File: src/rtl/mem_stage_pkg.sv
// Shared Y86 definitions for the memory stage: data width, instruction codes,
// status codes and the status-precedence helper used when an input is accepted.
package mem_stage_pkg;

  localparam int DATA_WID = 32;

  localparam logic [3:0] IHALT   = 4'h0;
  localparam logic [3:0] INOP    = 4'h1;
  localparam logic [3:0] IRRMOVL = 4'h2;
  localparam logic [3:0] IIRMOVL = 4'h3;
  localparam logic [3:0] IRMMOVL = 4'h4;
  localparam logic [3:0] IMRMOVL = 4'h5;
  localparam logic [3:0] IOPL    = 4'h6;
  localparam logic [3:0] IJXX    = 4'h7;
  localparam logic [3:0] ICALL   = 4'h8;
  localparam logic [3:0] IRET    = 4'h9;
  localparam logic [3:0] IPUSHL  = 4'hA;
  localparam logic [3:0] IPOPL   = 4'hB;

  localparam logic [1:0] SAOK = 2'd0;
  localparam logic [1:0] SHLT = 2'd1;
  localparam logic [1:0] SADR = 2'd2;
  localparam logic [1:0] SINS = 2'd3;

  // An upstream fault wins over halt, which wins over an unknown opcode.
  function automatic logic [1:0] base_stat(input logic [1:0] in_stat,
                                           input logic [3:0] icode);
    if (in_stat != SAOK)    return in_stat;
    else if (icode == IHALT) return SHLT;
    else if (icode > IPOPL)  return SINS;
    else                     return SAOK;
  endfunction

endpackage

File: src/rtl/mem_sel.sv
// Combinational access decoder: maps an instruction to its memory read/write
// intent, byte address and write data.
module mem_sel #(
  parameter int DATA_WID = mem_stage_pkg::DATA_WID
) (
  input  logic [3:0]          icode,
  input  logic [DATA_WID-1:0] val_a,
  input  logic [DATA_WID-1:0] val_e,
  input  logic [DATA_WID-1:0] val_p,
  output logic                rd,
  output logic                wr,
  output logic [DATA_WID-1:0] addr,
  output logic [DATA_WID-1:0] wdata
);
  import mem_stage_pkg::*;

  // Stack pops read at the old stack pointer (valA); everything else uses valE.
  always_comb begin
    rd    = 1'b0;
    wr    = 1'b0;
    addr  = '0;
    wdata = '0;
    case (icode)
      IMRMOVL: begin
        rd   = 1'b1;
        addr = val_e;
      end
      IRET, IPOPL: begin
        rd   = 1'b1;
        addr = val_a;
      end
      IRMMOVL, IPUSHL: begin
        wr    = 1'b1;
        addr  = val_e;
        wdata = val_a;
      end
      ICALL: begin
        wr    = 1'b1;
        addr  = val_e;
        wdata = val_p;
      end
      default: ;
    endcase
  end

endmodule

File: src/rtl/mem_stage.sv
// Y86 memory-access stage: one instruction per handshake, at most one data
// access, then results to write-back. Optional bounds check: MEM_ADDR_CHECK_EN.
module mem_stage #(
  parameter int DATA_WID  = mem_stage_pkg::DATA_WID,
  parameter int MEM_BYTES = 4096
) (
  input  logic                clk,
  input  logic                rst,
  input  logic                in_valid,
  output logic                in_ready,
  input  logic [3:0]          icode,
  input  logic                Cnd,
  input  logic [DATA_WID-1:0] valE,
  input  logic [DATA_WID-1:0] valA,
  input  logic [DATA_WID-1:0] valP,
  input  logic [1:0]          in_stat,
  output logic                mem_req,
  output logic                mem_we,
  output logic [DATA_WID-1:0] mem_addr,
  output logic [DATA_WID-1:0] mem_wdata,
  input  logic                mem_ack,
  input  logic [DATA_WID-1:0] mem_rdata,
  output logic                out_valid,
  input  logic                out_ready,
  output logic [3:0]          out_icode,
  output logic                out_Cnd,
  output logic [DATA_WID-1:0] out_valE,
  output logic [DATA_WID-1:0] out_valM,
  output logic [1:0]          out_stat
);
  import mem_stage_pkg::*;

  typedef enum logic [1:0] {IDLE, REQ, DONE, HALTED} state_t;

`ifdef MEM_ADDR_CHECK_EN
  localparam bit CHECK_EN = 1'b1;
`else
  localparam bit CHECK_EN = 1'b0;
`endif
  localparam logic [DATA_WID-1:0] ADDR_LIMIT = DATA_WID'(MEM_BYTES - 4);

  state_t              state, state_nx;
  logic                sel_rd, sel_wr;
  logic [DATA_WID-1:0] sel_addr, sel_wdata;
  logic                addr_bad;
  logic [1:0]          acc_stat;
  logic                acc_bypass;
  logic                accept;

  mem_sel #(.DATA_WID(DATA_WID)) u_sel (
    .icode (icode),
    .val_a (valA),
    .val_e (valE),
    .val_p (valP),
    .rd    (sel_rd),
    .wr    (sel_wr),
    .addr  (sel_addr),
    .wdata (sel_wdata)
  );

  assign addr_bad = CHECK_EN && (sel_rd || sel_wr) && (sel_addr > ADDR_LIMIT);
  assign accept   = (state == IDLE) && in_valid;

  // Status of the incoming instruction; any non-AOK result skips the access.
  always_comb begin
    acc_stat = base_stat(in_stat, icode);
    if (acc_stat == SAOK && addr_bad) acc_stat = SADR;
    acc_bypass = (acc_stat != SAOK) || !(sel_rd || sel_wr);
  end

  always_ff @(posedge clk or posedge rst) begin
    if (rst) state <= IDLE;
    else     state <= state_nx;
  end

  always_comb begin
    state_nx  = state;
    in_ready  = 1'b0;
    out_valid = 1'b0;
    mem_req   = 1'b0;
    case (state)
      IDLE: begin
        in_ready = 1'b1;
        if (in_valid) state_nx = acc_bypass ? DONE : REQ;
      end
      REQ: begin
        mem_req = 1'b1;
        if (mem_ack) state_nx = DONE;
      end
      DONE: begin
        out_valid = 1'b1;
        if (out_ready) state_nx = (out_stat != SAOK) ? HALTED : IDLE;
      end
      HALTED: ;
      default: state_nx = IDLE;
    endcase
  end

  // Request fields are frozen at accept so they stay stable for the whole REQ.
  always_ff @(posedge clk or posedge rst) begin
    if (rst) begin
      out_icode <= '0;
      out_Cnd   <= 1'b0;
      out_valE  <= '0;
      out_valM  <= '0;
      out_stat  <= SAOK;
      mem_we    <= 1'b0;
      mem_addr  <= '0;
      mem_wdata <= '0;
    end else if (accept) begin
      out_icode <= icode;
      out_Cnd   <= Cnd;
      out_valE  <= valE;
      out_valM  <= '0;
      out_stat  <= acc_stat;
      mem_we    <= sel_wr;
      mem_addr  <= sel_addr;
      mem_wdata <= sel_wdata;
    end else if (state == REQ && mem_ack && !mem_we) begin
      out_valM  <= mem_rdata;
    end
  end

endmodule

File: config.mk
export PLATFORM = sky130hd
export DESIGN_NAME = mem_stage
export DESIGN_NICKNAME = d
export VERILOG_FILES = /design/src/rtl/mem_stage_pkg.sv /design/src/rtl/mem_sel.sv /design/src/rtl/mem_stage.sv
export SDC_FILE = /design/constraint.sdc
export NUM_CORES = 1
export LEC_CHECK = 0
export ABC_AREA = 1
export BUFFER_PORTS_ARGS = -buffer_cell sky130_fd_sc_hd__buf_2
export CAP_MARGIN = 20
export CELL_PAD_IN_SITES_DETAIL_PLACEMENT = 2
export CELL_PAD_IN_SITES_GLOBAL_PLACEMENT = 2
export CORE_UTILIZATION = 23
export DETAILED_ROUTE_END_ITERATION = 16
export PLACE_DENSITY = 0.77
export RECOVER_POWER = 25
export SYNTH_ARGS = -nofsm -noshare
export SYNTH_HDL_FRONTEND = slang
export SYNTH_SLANG_ARGS = --single-unit
File: constraint.sdc
create_clock -name clk -period 4.41 [get_ports clk]
set_input_delay 0.882 -clock clk [delete_from_list [all_inputs] [get_ports clk]]
set_output_delay 0.882 -clock clk [all_outputs]
set_load 0.01 [all_outputs]
Yosys cells after proc, flatten, opt, wreduce, memory -nomap -nowiden
Index checks and enable logic that the tools add are counted.
{"block": "word_totals", "regBits": 138, "out_inout_bits": 139, "latchBits": 0, "memories": 0, "rom_bits": 0, "mem_bits_rw": 0}
{"block": "op_classes", "magnitude_cmp": 1, "addsub": 0, "reduce_logical": 20, "mux": 18, "mul": 0, "bitwise": 0, "n_div": 0, "n_shift": 0, "eq_ne": 11}
{"cell": "$pmux 32 s2", "n": 2}
{"cell": "$mux 32", "n": 2}
{"cell": "$eq 4x4->1 const B", "n": 4}
{"cell": "$mux 2", "n": 8}
{"cell": "$eq 4x3->1 const B", "n": 2}
{"cell": "$reduce_bool 2->1", "n": 4}
{"cell": "$ne 2x2->1 const B", "n": 3}
{"cell": "$pmux 2 s3", "n": 1}
{"cell": "$reduce_or 3->1", "n": 2}
{"cell": "$mux 1", "n": 5}
{"cell": "$gt 4x4->1 const B", "n": 1}
{"cell": "$logic_not 4->1", "n": 1}
{"cell": "$reduce_and 4->1", "n": 1}
{"cell": "$reduce_or 2->1", "n": 2}
{"cell": "$reduce_or 4->1", "n": 1}
{"cell": "$logic_and 1x1->1", "n": 3}
{"cell": "$reduce_bool 3->1", "n": 1}
{"cell": "$eq 2x1->1 const B", "n": 1}
{"cell": "$eq 2x2->1 const B", "n": 1}
{"cell": "$logic_not 1->1", "n": 2}
{"cell": "$logic_not 2->1", "n": 1}
{"cell": "$logic_or 1x1->1", "n": 2}

Logic depth before layout (Yosys ltp)
Gate-level depths: netlist of the first run.
{"block": "depth", "ltp_word": 9, "mapped_depth": 9}

Modules after synthesis
A second synthesis of the first run with hierarchy kept.
{"block": "hier_totals", "hier_cells": 840, "area_unflattened_um2": 6421.2}
{"mod": "mem_stage", "instances": 1, "cells_per_inst": 617, "area_per_inst_um2": 5466.5}
{"mod": "mem_sel", "instances": 1, "cells_per_inst": 223, "area_per_inst_um2": 954.7}

Worst setup path before layout of the first run
No wires, ideal clock.
{"block": "synth_path", "path_type": "input port to flip-flop", "start": "input in_valid", "end": "register mem_wdata[10]", "n_path_buf": 2, "arrival_ps": 1587, "slack_ps": 2706, "path_stages": 7, "setup_ps": 118, "t_required_ps": 4292, "path_cell_list": "nand2_2 > inv_2 > buf_4 > buf_2 > nand2_1 > a21oi_1 > nor2_1"}
{"block": "synth_via", "elab_chain_len": 1}
{"element": "start: declaration", "line_no": "mem_stage.sv:9", "text": "input logic in_valid,"}
{"element": "$logic_and 1x1->1", "line_no": "mem_stage.sv:62", "text": "assign accept = (state == IDLE) && in_valid;"}
{"element": "end signal: assignment", "line_no": "mem_stage.sv:118", "text": "mem_wdata <= sel_wdata;"}
{"element": "end: declaration", "line_no": "mem_stage.sv:20", "text": "output logic [DATA_WID-1:0] mem_wdata,"}
No other way between the ends.
A chain may end at the register's enable or synchronous reset.

==> flow_summary_export.csv, run 1 <==
group,metric,value,unit
drt,vias,6033,
drt,drt-vias-per-instance,4.60,
logic_synthesis,synth_seq_cells,138,
place,gp_congestion,0.752,
critical_path,r2r_start,"state[0]",
layout,final_common_cell,"buf_2",
logic_synthesis,seq_area_frac_synth,57.2,%
global_route,grt.total_usage,18.4,%
timing,fin_crit_sh,57.0,%
run_status,status,"complete, but fails checks",
worst_hold_path,holdCritPathClass,"reg2reg",
flow_run,maxCapViolCount,1,
critical_path,arrival,2.63,ns
floorplanning,placementRows,58,
timing,maxSlewHeadroom,-38.2,%
timing,finalHoldViolCount,0,
global_route,grt-ovfl-total,0,
place,portBuffers,278,
floorplanning,num_io_pins,279,
place,dpl.hpwl,17.4,mm
layout,nets,1110,
logic_synthesis,syn-num-nets,849,
drt,first_pass_iters,4,
global_route,antenna_found_initial,6,
critical_path,crit_chain,"buf_2, clkinvlp_2, clkbuf_4",
layout,drive_gt1_share,33.8,%
layout,fill_cells,2958,
layout,final_cells,1311,
timing,final_max_slew_viol_count,139,
worst_hold_path,whs_endpoint,"out_valE[14]",
floorplanning,coreArea,0.0255,mm²
logic_synthesis,synthesis.area,0.00604,mm²
timing,tns,0,ns
clock_tree,clk_latency,0.42,ns
drt,wl_per_cell,18.6,µm
floorplanning,initial_core_util,23.7,%
critical_path,worstSetupPathType,"in2async",
floorplanning,die_area,0.0269,mm²
critical_path,worstReg2RegEnd,"mem_addr[7]",
timing,max_freq,0.398,GHz
critical_path,worstPathMaxFanout,138,
clock_tree,cts_buffer_depth,2,
timing,rsz0062_at_grt,"no",
critical_path,cp.required,4.53,ns
global_route,grt_pass1_wl,37.6,mm
clock_tree,cts_made_buffers,17,
place,dp_cells,1277,
drt,first_iter_violations,300,
logic_synthesis,avgSynthCellArea,8.57,µm²
clock_tree,hold_buffers,0,
layout,areaGrowthSynthToFinish,37.2,%
timing,worst_pin_slew,2.07,ns
clock_tree,cts_root_buf,"clkbuf_16",
critical_path,r2r_slack,1.99,ns
logic_synthesis,synth_cell_types,18,
drt,postRouteAntennaNets,0,
critical_path,critPathLaunchType,"primary input",
timing,setup_violations,0,
layout,layout_common_cells,"buf_2 (278), nand2_1 (177), dfrtp_1 (138)",
layout,seq_area,0.00345,mm²
worst_hold_path,hold_path_startpoint,"out_valE[14]",
clock_tree,clock-sinks,138,
worst_hold_path,min_path_cells,2,
drt,drc,0,
clock_tree,cts_setup_buffers,0,
floorplanning,die_y,164,µm
global_route,grt_max_degree,139,
pwr,powerDensity,725,mW/mm²
pwr,vdd_ir_drop_max,0.211,mV
critical_path,end_kind,"async pin",
pwr,p_leak,4.37,nW
logic_synthesis,yosysWarnings,0,
clock_tree,cts_tree,"built",
timing,period_needed,2.51,ns
clock_tree,ctsResizeCount,0,
floorplanning,fp.dieW,164,µm
critical_path,slowest_delay,1.40,ns
drt,totalWireLength,24.3,mm
layout,multi_input_area,0.00218,mm²
timing,fin_skew,0.0137,ns
critical_path,r2r_cells,7,
global_route,grt_pass1_vias,6618,
clock_tree,path_clk_slew,0.06,ns
critical_path,cpMaxStageDelayCell,"clkbuf_4",
timing,fin_hold_ws,0.476,ns
run_status,violations,"max-capacitance violations, max-slew violations",
clock_tree,h-tree-depth,4,
logic_synthesis,syn-instance-count,705,
[sequential cells by signal, indices dropped and copies added, names as in the netlist]
signal / flops
out_valM: 32
mem_wdata: 32
out_Cnd: 1
out_valE: 32
state: 2
mem_we: 1
out_stat: 2
mem_addr: 32
out_icode: 4
[stage by stage]
| step | setup slack, ns | power, mW | utilization, % | area (µm²) |
|---|---|---|---|---|
| 6_report | 1.90 | 6.01 | 32.5 | 8290 |
| 2_1_floorplan | 1.81 | 3.51 | - | 6040 |
| 4_1_cts | 1.89 | 6.13 | 32.6 | 8300 |
| 3_3_place_gp | 1.73 | 4.57 | 30.4 | 7730 |
| 5_1_grt | 1.53 | 6.47 | 32.5 | 8290 |
| 3_5_place_dp | 1.62 | 4.69 | 30.4 | 7730 |
[cells in the mapped netlist]
master    instances  area, µm²
o21ai_2           1       8.76
buf_4             7       52.6
clkbuf_1         15       56.3
nor2_2            2       12.5
inv_1            46        173
nand2_1         177        664
o211ai_1         32        240
nor2_1           69        259
a31oi_1           1       6.26
o21ai_0          41        205
a21oi_1          38        190
buf_2            24        120
inv_2             5       18.8
ha_1              4       50.1
nand3_1         102        510
dfrtp_1         138       3450
nand4_1           1       6.26
nand2_2           2       12.5
[area by class of cell]
type                            instances  area share (%)
Timing Repair Buffer                  288            17.8
Multi-Input combinational cell        470            26.3
Sequential cell                       138            41.7
Clock inverter                         14            1.51
Tap cell                              330            4.98
Clock buffer                           18            5.30
Inverter                               51            2.36
Antenna cell                            2          0.0604
[metal layers]
layer	vias to the layer above	GRT usage, %	wire length (µm)
li1	2825	-	-
met1	2982	22.7	10500
met2	191	30.7	11600
met3	31	5.63	1760
met4	4	5.64	455
met5	-	0	23
[power breakdown]
| group | leakage [nW] | internal (mW) | switching (mW) |
|---|---|---|---|
| sequential | 1.76 | 1.89 | 0.355 |
| combinational | 2.34 | 0.904 | 1.45 |
| clock | 0.272 | 0.759 | 0.654 |
[worst max-delay path: cells and delay by family]
kind                   cells  cell delay [ns]
buffers and inverters      3             1.56
[worst max path at each step]
stage	cells past startpoint	start	slack, ns	endpoint
final	3	rst	1.90	mem_wdata[15]
after global routing	3	rst	1.53	out_valE[13]
after CTS	8	state[0]	1.89	mem_wdata[14]
after detailed placement	8	icode[2]	1.62	mem_wdata[13]
after global placement	8	icode[2]	1.73	mem_wdata[18]
after floorplan	1	rst	1.81	mem_addr[0]
[cells by family (layout without fill, tap and decap cells)]
group / after synthesis / count (layout) / synth area share (%)
buffers and inverters: 97 / 371 / 6.96
AO/OA/AOI/OAI: 113 / 113 / 10.8
flip-flops: 138 / 138 / 57.2
other: 0 / 2 / 0
AND/OR/NAND/NOR: 353 / 353 / 24.3
adder cells (fa/ha/maj): 4 / 4 / 0.829
(Power assumes the default switching activity.)
==> run 2, diff against run 1 <==
Settings changed: ABC_AREA 1 to 0, CORE_UTILIZATION 23 to 24.
Clock period 4.41 ns to 2.2 ns, I/O delays scaled along.
==> run 2 against run 1 <==
Net effect:
- the flow now finishes without violations
- setup slack got worse by 1.5 ns
- synthesized cell count down 11%
- non-clock buffer count rose by 9
- total power up 99%
- clock skew rose by 0.00072 ns
- final cell count decreased by 5.8%
- synthesized area shrank 0.75%
- clock power is 130% higher
- critical path depth increased by 1
- wire length shrank 5.7%
- critical endpoint is now mem_wdata[26]
- largest cell class unchanged
==> flow_summary_export.csv, run 2 <==
group,metric,value,unit
run_status,status,"finished clean",
place,dp_cells,1201,
drt,wl_per_cell,18.6,µm
logic_synthesis,synthTopCellsByArea,"dfrtp_1 (58%), nand2_1 (11%), a21oi_1 (8.0%)",
global_route,grt_pass1_vias,6343,
clock_tree,cts_root_buf,"clkbuf_16",
critical_path,worstPathMaxFanout,62,
drt,first_pass_iters,4,
timing,finalHoldViolCount,0,
floorplanning,placementRows,57,
critical_path,r2r_start,"state[0]",
floorplanning,initial_core_util,24.6,%
floorplanning,die_y,160,µm
timing,fin_skew,0.0144,ns
clock_tree,cts_buffer_depth,2,
timing,finalWorstSetupSlack,0.349,ns
drt,vias,5797,
critical_path,r2r_cells,5,
layout,final_area,0.00842,mm²
critical_path,r2r_slack,0.35,ns
floorplanning,num_io_pins,279,
layout,areaGrowthSynthToFinish,40.4,%
critical_path,path_depth,4,
logic_synthesis,avgSynthCellArea,9.56,µm²
logic_synthesis,syn-num-nets,771,
logic_synthesis,synth_seq_cells,138,
layout,final_cells,1235,
logic_synthesis,synth.most_common_cell,"nand2_1",
critical_path,slowest_delay,0.81,ns
timing,tns,0,ns
logic_synthesis,syn-instance-count,627,
logic_synthesis,synthesis.area,0.00599,mm²
logic_synthesis,synth_top_area_cell,"dfrtp_1",
clock_tree,cts_setup_buffers,0,
place,detailedPlace.worstSlack,0.345,ns
timing,final_max_slew_viol_count,0,
drt,first_iter_violations,230,
layout,nets,1041,
pwr,p_leak,4.42,nW
flow_run,maxCapViolCount,0,
critical_path,worstReg2RegEnd,"state[1]",
worst_hold_path,holdCritPathClass,"in2reg",
timing,maxSlewHeadroom,36.3,%
clock_tree,cts_made_buffers,17,
drt,totalWireLength,23.0,mm
timing,rsz0062_at_grt,"no",
logic_synthesis,synth_common_cells,"nand2_1 (177), dfrtp_1 (138), a21oi_1 (96), nor2_1 (34), a221o_1 (32)",
clock_tree,clock-sinks,138,
worst_hold_path,hold_path_startpoint,"valE[12]",
logic_synthesis,synth_flop_cell,"dfrtp_1",
critical_path,end_kind,"async pin",
place,dpl.hpwl,16.5,mm
clock_tree,hold_buffers,1,
global_route,grt-ovfl-total,0,
place,placed_cell_area,0.00778,mm²
timing,period_needed,1.85,ns
clock_tree,h-tree-depth,4,
logic_synthesis,synth_cell_types,31,
logic_synthesis,synthArstFlopShare,100,%
clock_tree,path_clk_slew,0.07,ns
critical_path,worstSetupPathType,"in2async",
critical_path,critical_path_buf_inv_count,4,
critical_path,cp.required,2.61,ns
clock_tree,ctsResizeCount,0,
pwr,vdd_ir_drop_max,0.352,mV
drt,postRouteAntennaNets,0,
floorplanning,fp.dieW,160,µm
timing,fin_crit_sh,84.1,%
floorplanning,coreArea,0.0244,mm²
timing,worst_pin_slew,0.956,ns
logic_synthesis,synth_edf_count,0,
timing,max_freq,0.540,GHz
layout,final_common_cell,"buf_2",
logic_synthesis,seq_area_frac_synth,57.6,%
layout,layout_common_cells,"buf_2 (278), nand2_1 (176), dfrtp_1 (138)",
layout,drive_gt1_share,38.8,%
critical_path,crit_chain,"dlygate4sd3_1, buf_2, clkinvlp_2, clkbuf_4",
global_route,grt.total_usage,18.3,%
clock_tree,clk_latency,0.42,ns
critical_path,critPathLaunchType,"primary input",
logic_synthesis,yosysWarnings,0,
worst_hold_path,min_path_cells,3,
place,portBuffers,278,
critical_path,arrival,2.26,ns
critical_path,critPathTopFamily,"buffers and inverters",
global_route,antenna_found_initial,2,
drt,drc,0,
drt,drt-vias-per-instance,4.69,
logic_synthesis,synth_top_area_share,57.6,%
floorplanning,die_area,0.0256,mm²
critical_path,cpMaxStageDelayCell,"clkbuf_4",
global_route,grt_max_degree,63,
pwr,powerDensity,1420,mW/mm²
global_route,grt_pass1_wl,36.4,mm
timing,setup_violations,0,
place,gp_congestion,0.738,
clock_tree,cts_tree,"built",
worst_hold_path,whs_endpoint,"out_valE[12]",
layout,fin_util,34.5,%
## run 2: how the worst max path moves through the flow
stage                  start       endpoint  slack (ns)
detailed placement  state[0]       state[1]        0.35
global route             rst  mem_wdata[28]        0.14
finish                   rst  mem_wdata[26]        0.35
CTS                 state[1]       state[1]        0.31
floorplan                rst    mem_addr[0]        0.04
global placement    icode[3]  mem_wdata[13]        0.39
## run 2: cell type report
type,count,area [µm²]
Timing Repair Buffer,297,1580
Sequential cell,138,3450
Multi-Input combinational cell,437,2290
Fill cell,2810,16000
Clock buffer,18,439
Inverter,6,23.8
Tap cell,324,405
Antenna cell,2,5.00
Clock inverter,13,214
## run 2: report_power, final
part	switching (mW)	internal, mW	total, mW	leakage, nW
Sequential	0.608	3.66	4.27	1.76
Combinational	2.63	1.82	4.44	2.34
Clock	1.19	2.05	3.24	0.313
## run 2: logic make-up after synthesis
group	Yosys count	synth area share (%)
buf+inv	52	4.30
flops	138	57.6
simple gates	259	19.5
fa+ha+maj	4	0.835
compound gates	174	17.8
## run 2: worst min-delay path, stage by stage
cell     delay (ns)
buf_2          0.09
nand2_1        0.04
nand2_1        0.04
## run 2: routing by layer
metal	part of all wire [%]	vias up	GRT usage (%)
met1	43	2938	22.6
li1	-	2660	-
met5	0	-	0
met2	50	168	30.9
met3	4.7	31	4.34
met4	2.4	0	6.62
## run 2: per-stage QoR
step	hold slack [ns]	power, mW
after global placement	0.416	8.64
after detailed placement	0.423	8.85
after CTS	0.206	12.2
final	0.226	11.9
after floorplan	0.514	6.66
after global routing	0.219	12.8
==> run 3, diff against run 2 <==
Settings changed: CORE_UTILIZATION 24 to 26, PLACE_DENSITY 0.77 to 0.8.
Clock period 2.2 ns to 1.9 ns, I/O delays scaled along.
==> run 3 against run 2 <==
Net effect:
- the flow now finishes with violations (max-capacitance violations, max-slew violations)
- largest power group unchanged
- first-iteration DRC count up 3.9%
- via count down 0.43%
- sequential power up 15%
==> flow_summary_export.csv, run 3 (synthesis results as in run 2) <==
group,metric,value,unit
floorplanning,num_io_pins,279,
critical_path,critPathLaunchType,"flop",
place,gp_congestion,0.760,
layout,seq_area,0.00345,mm²
clock_tree,cts_buffer_depth,2,
place,portBuffers,278,
drt,drc,0,
clock_tree,cts_made_buffers,17,
timing,worst_pin_slew,1.62,ns
clock_tree,hold_buffers,0,
clock_tree,path_clk_slew,0.06,ns
global_route,grt-ovfl-total,0,
critical_path,arrival,2.12,ns
drt,drt-vias-per-instance,4.81,
flow_run,maxCapViolCount,1,
place,dpl.hpwl,16.6,mm
clock_tree,cts_tree,"built",
drt,totalWireLength,23.0,mm
global_route,antenna_found_initial,2,
run_status,status,"complete, but fails checks",
clock_tree,h-tree-depth,4,
floorplanning,coreArea,0.0226,mm²
timing,fin_skew,0.00696,ns
run_status,violations,"max-capacitance violations, max-slew violations",
timing,final_max_slew_viol_count,64,
critical_path,end_kind,"flop",
critical_path,worstSetupPathType,"reg2reg",
pwr,vdd_ir_drop_max,0.524,mV
floorplanning,die_area,0.0237,mm²
layout,fin_util,37.0,%
timing,fin_hold_ws,0.157,ns
timing,maxSlewHeadroom,-7.84,%
layout,layout_common_cells,"buf_2 (277), nand2_1 (176), dfrtp_1 (138)",
drt,wl_per_cell,19.2,µm
drt,vias,5772,
layout,fill_cells,2555,
floorplanning,initial_core_util,26.5,%
timing,finalHoldViolCount,0,
critical_path,cp.required,2.20,ns
floorplanning,fp.dieW,154,µm
layout,nets,1045,
worst_hold_path,holdCritPathClass,"in2reg",
drt,postRouteAntennaNets,0,
clock_tree,cts_root_buf,"clkbuf_16",
clock_tree,clk_latency,0.42,ns
global_route,grt_pass1_vias,6405,
drt,first_iter_violations,239,
pwr,p_leak,4.40,nW
floorplanning,placementRows,55,
timing,fin_crit_sh,95.9,%
timing,period_needed,1.82,ns
clock_tree,clock-sinks,138,
layout,areaGrowthSynthToFinish,39.7,%
global_route,grt_max_degree,76,
clock_tree,ctsResizeCount,0,
timing,setup_violations,0,
clock_tree,cts_setup_buffers,0,
critical_path,worstPathMaxFanout,3,
layout,multi_input_area,0.00229,mm²
global_route,grt.total_usage,19.8,%
timing,max_freq,0.549,GHz
layout,final_common_cell,"buf_2",
global_route,grt_pass1_wl,36.1,mm
pwr,powerDensity,1630,mW/mm²
floorplanning,die_y,154,µm
drt,first_pass_iters,4,
layout,drive_gt1_share,39.2,%
-- run 3: area by class of cell --
class | count | share of cell area [%]
diodes | 2 | 0.0598
clock buffers | 19 | 5.17
clock inverters | 13 | 2.00
inverters | 6 | 0.314
multi-input cells | 437 | 27.4
flip-flops and latches | 138 | 41.2
well taps | 285 | 4.26
repair buffers | 301 | 19.5
-- run 3: worst max-delay path, stage by stage (launching register included) --
cell and delay [ns]:
dfrtp_1 0.37, inv_1 0.09, ha_1 0.23, nor2b_1 0.16, or4_1 0.54, o31a_1 0.30
-- run 3: layer usage --
layer	GRT usage, %	vias to the layer above	wire [µm]
met5	0	-	0
met4	7.71	0	599
met3	4.68	35	1070
met2	33.6	162	11500
li1	-	2676	-
met1	24.2	2899	9910
-- run 3: final timing paths --
path	cells after the start	end	start	slack (ns)
max	5	state[0]	state[0]	0.08
min	3	out_Cnd	Cnd	0.16
max reg2reg	5	state[0]	state[0]	0.08
min reg2reg	2	out_valE[13]	out_valE[13]	0.47
max in group asynchronous	3	out_valE[18]	rst	0.39
min in group asynchronous	3	out_valM[17]	rst	0.33
-- run 3: where the power goes --
part / total, mW / internal [mW] / switching, mW
Sequential: 4.93 / 4.24 / 0.691
Combinational: 5.31 / 2.20 / 3.11
Clock: 3.45 / 2.08 / 1.37
-- run 3: through the flow --
stage / area [µm²] / power, mW / cells / worst slack, ns / TNS [ns]
5_1_grt: 8370 / 14.7 / 1200 / -0.0189 / -0.0189
3_5_place_dp: 7790 / 10.4 / 1167 / 0.0949 / 0
2_1_floorplan: 6000 / 7.71 / 627 / -0.201 / -27.75
4_1_cts: 8390 / 13.9 / 1199 / 0.0820 / 0
6_report: 8370 / 13.7 / 1201 / 0.0771 / 0
3_3_place_gp: 7790 / 10.1 / 1167 / 0.155 / 0
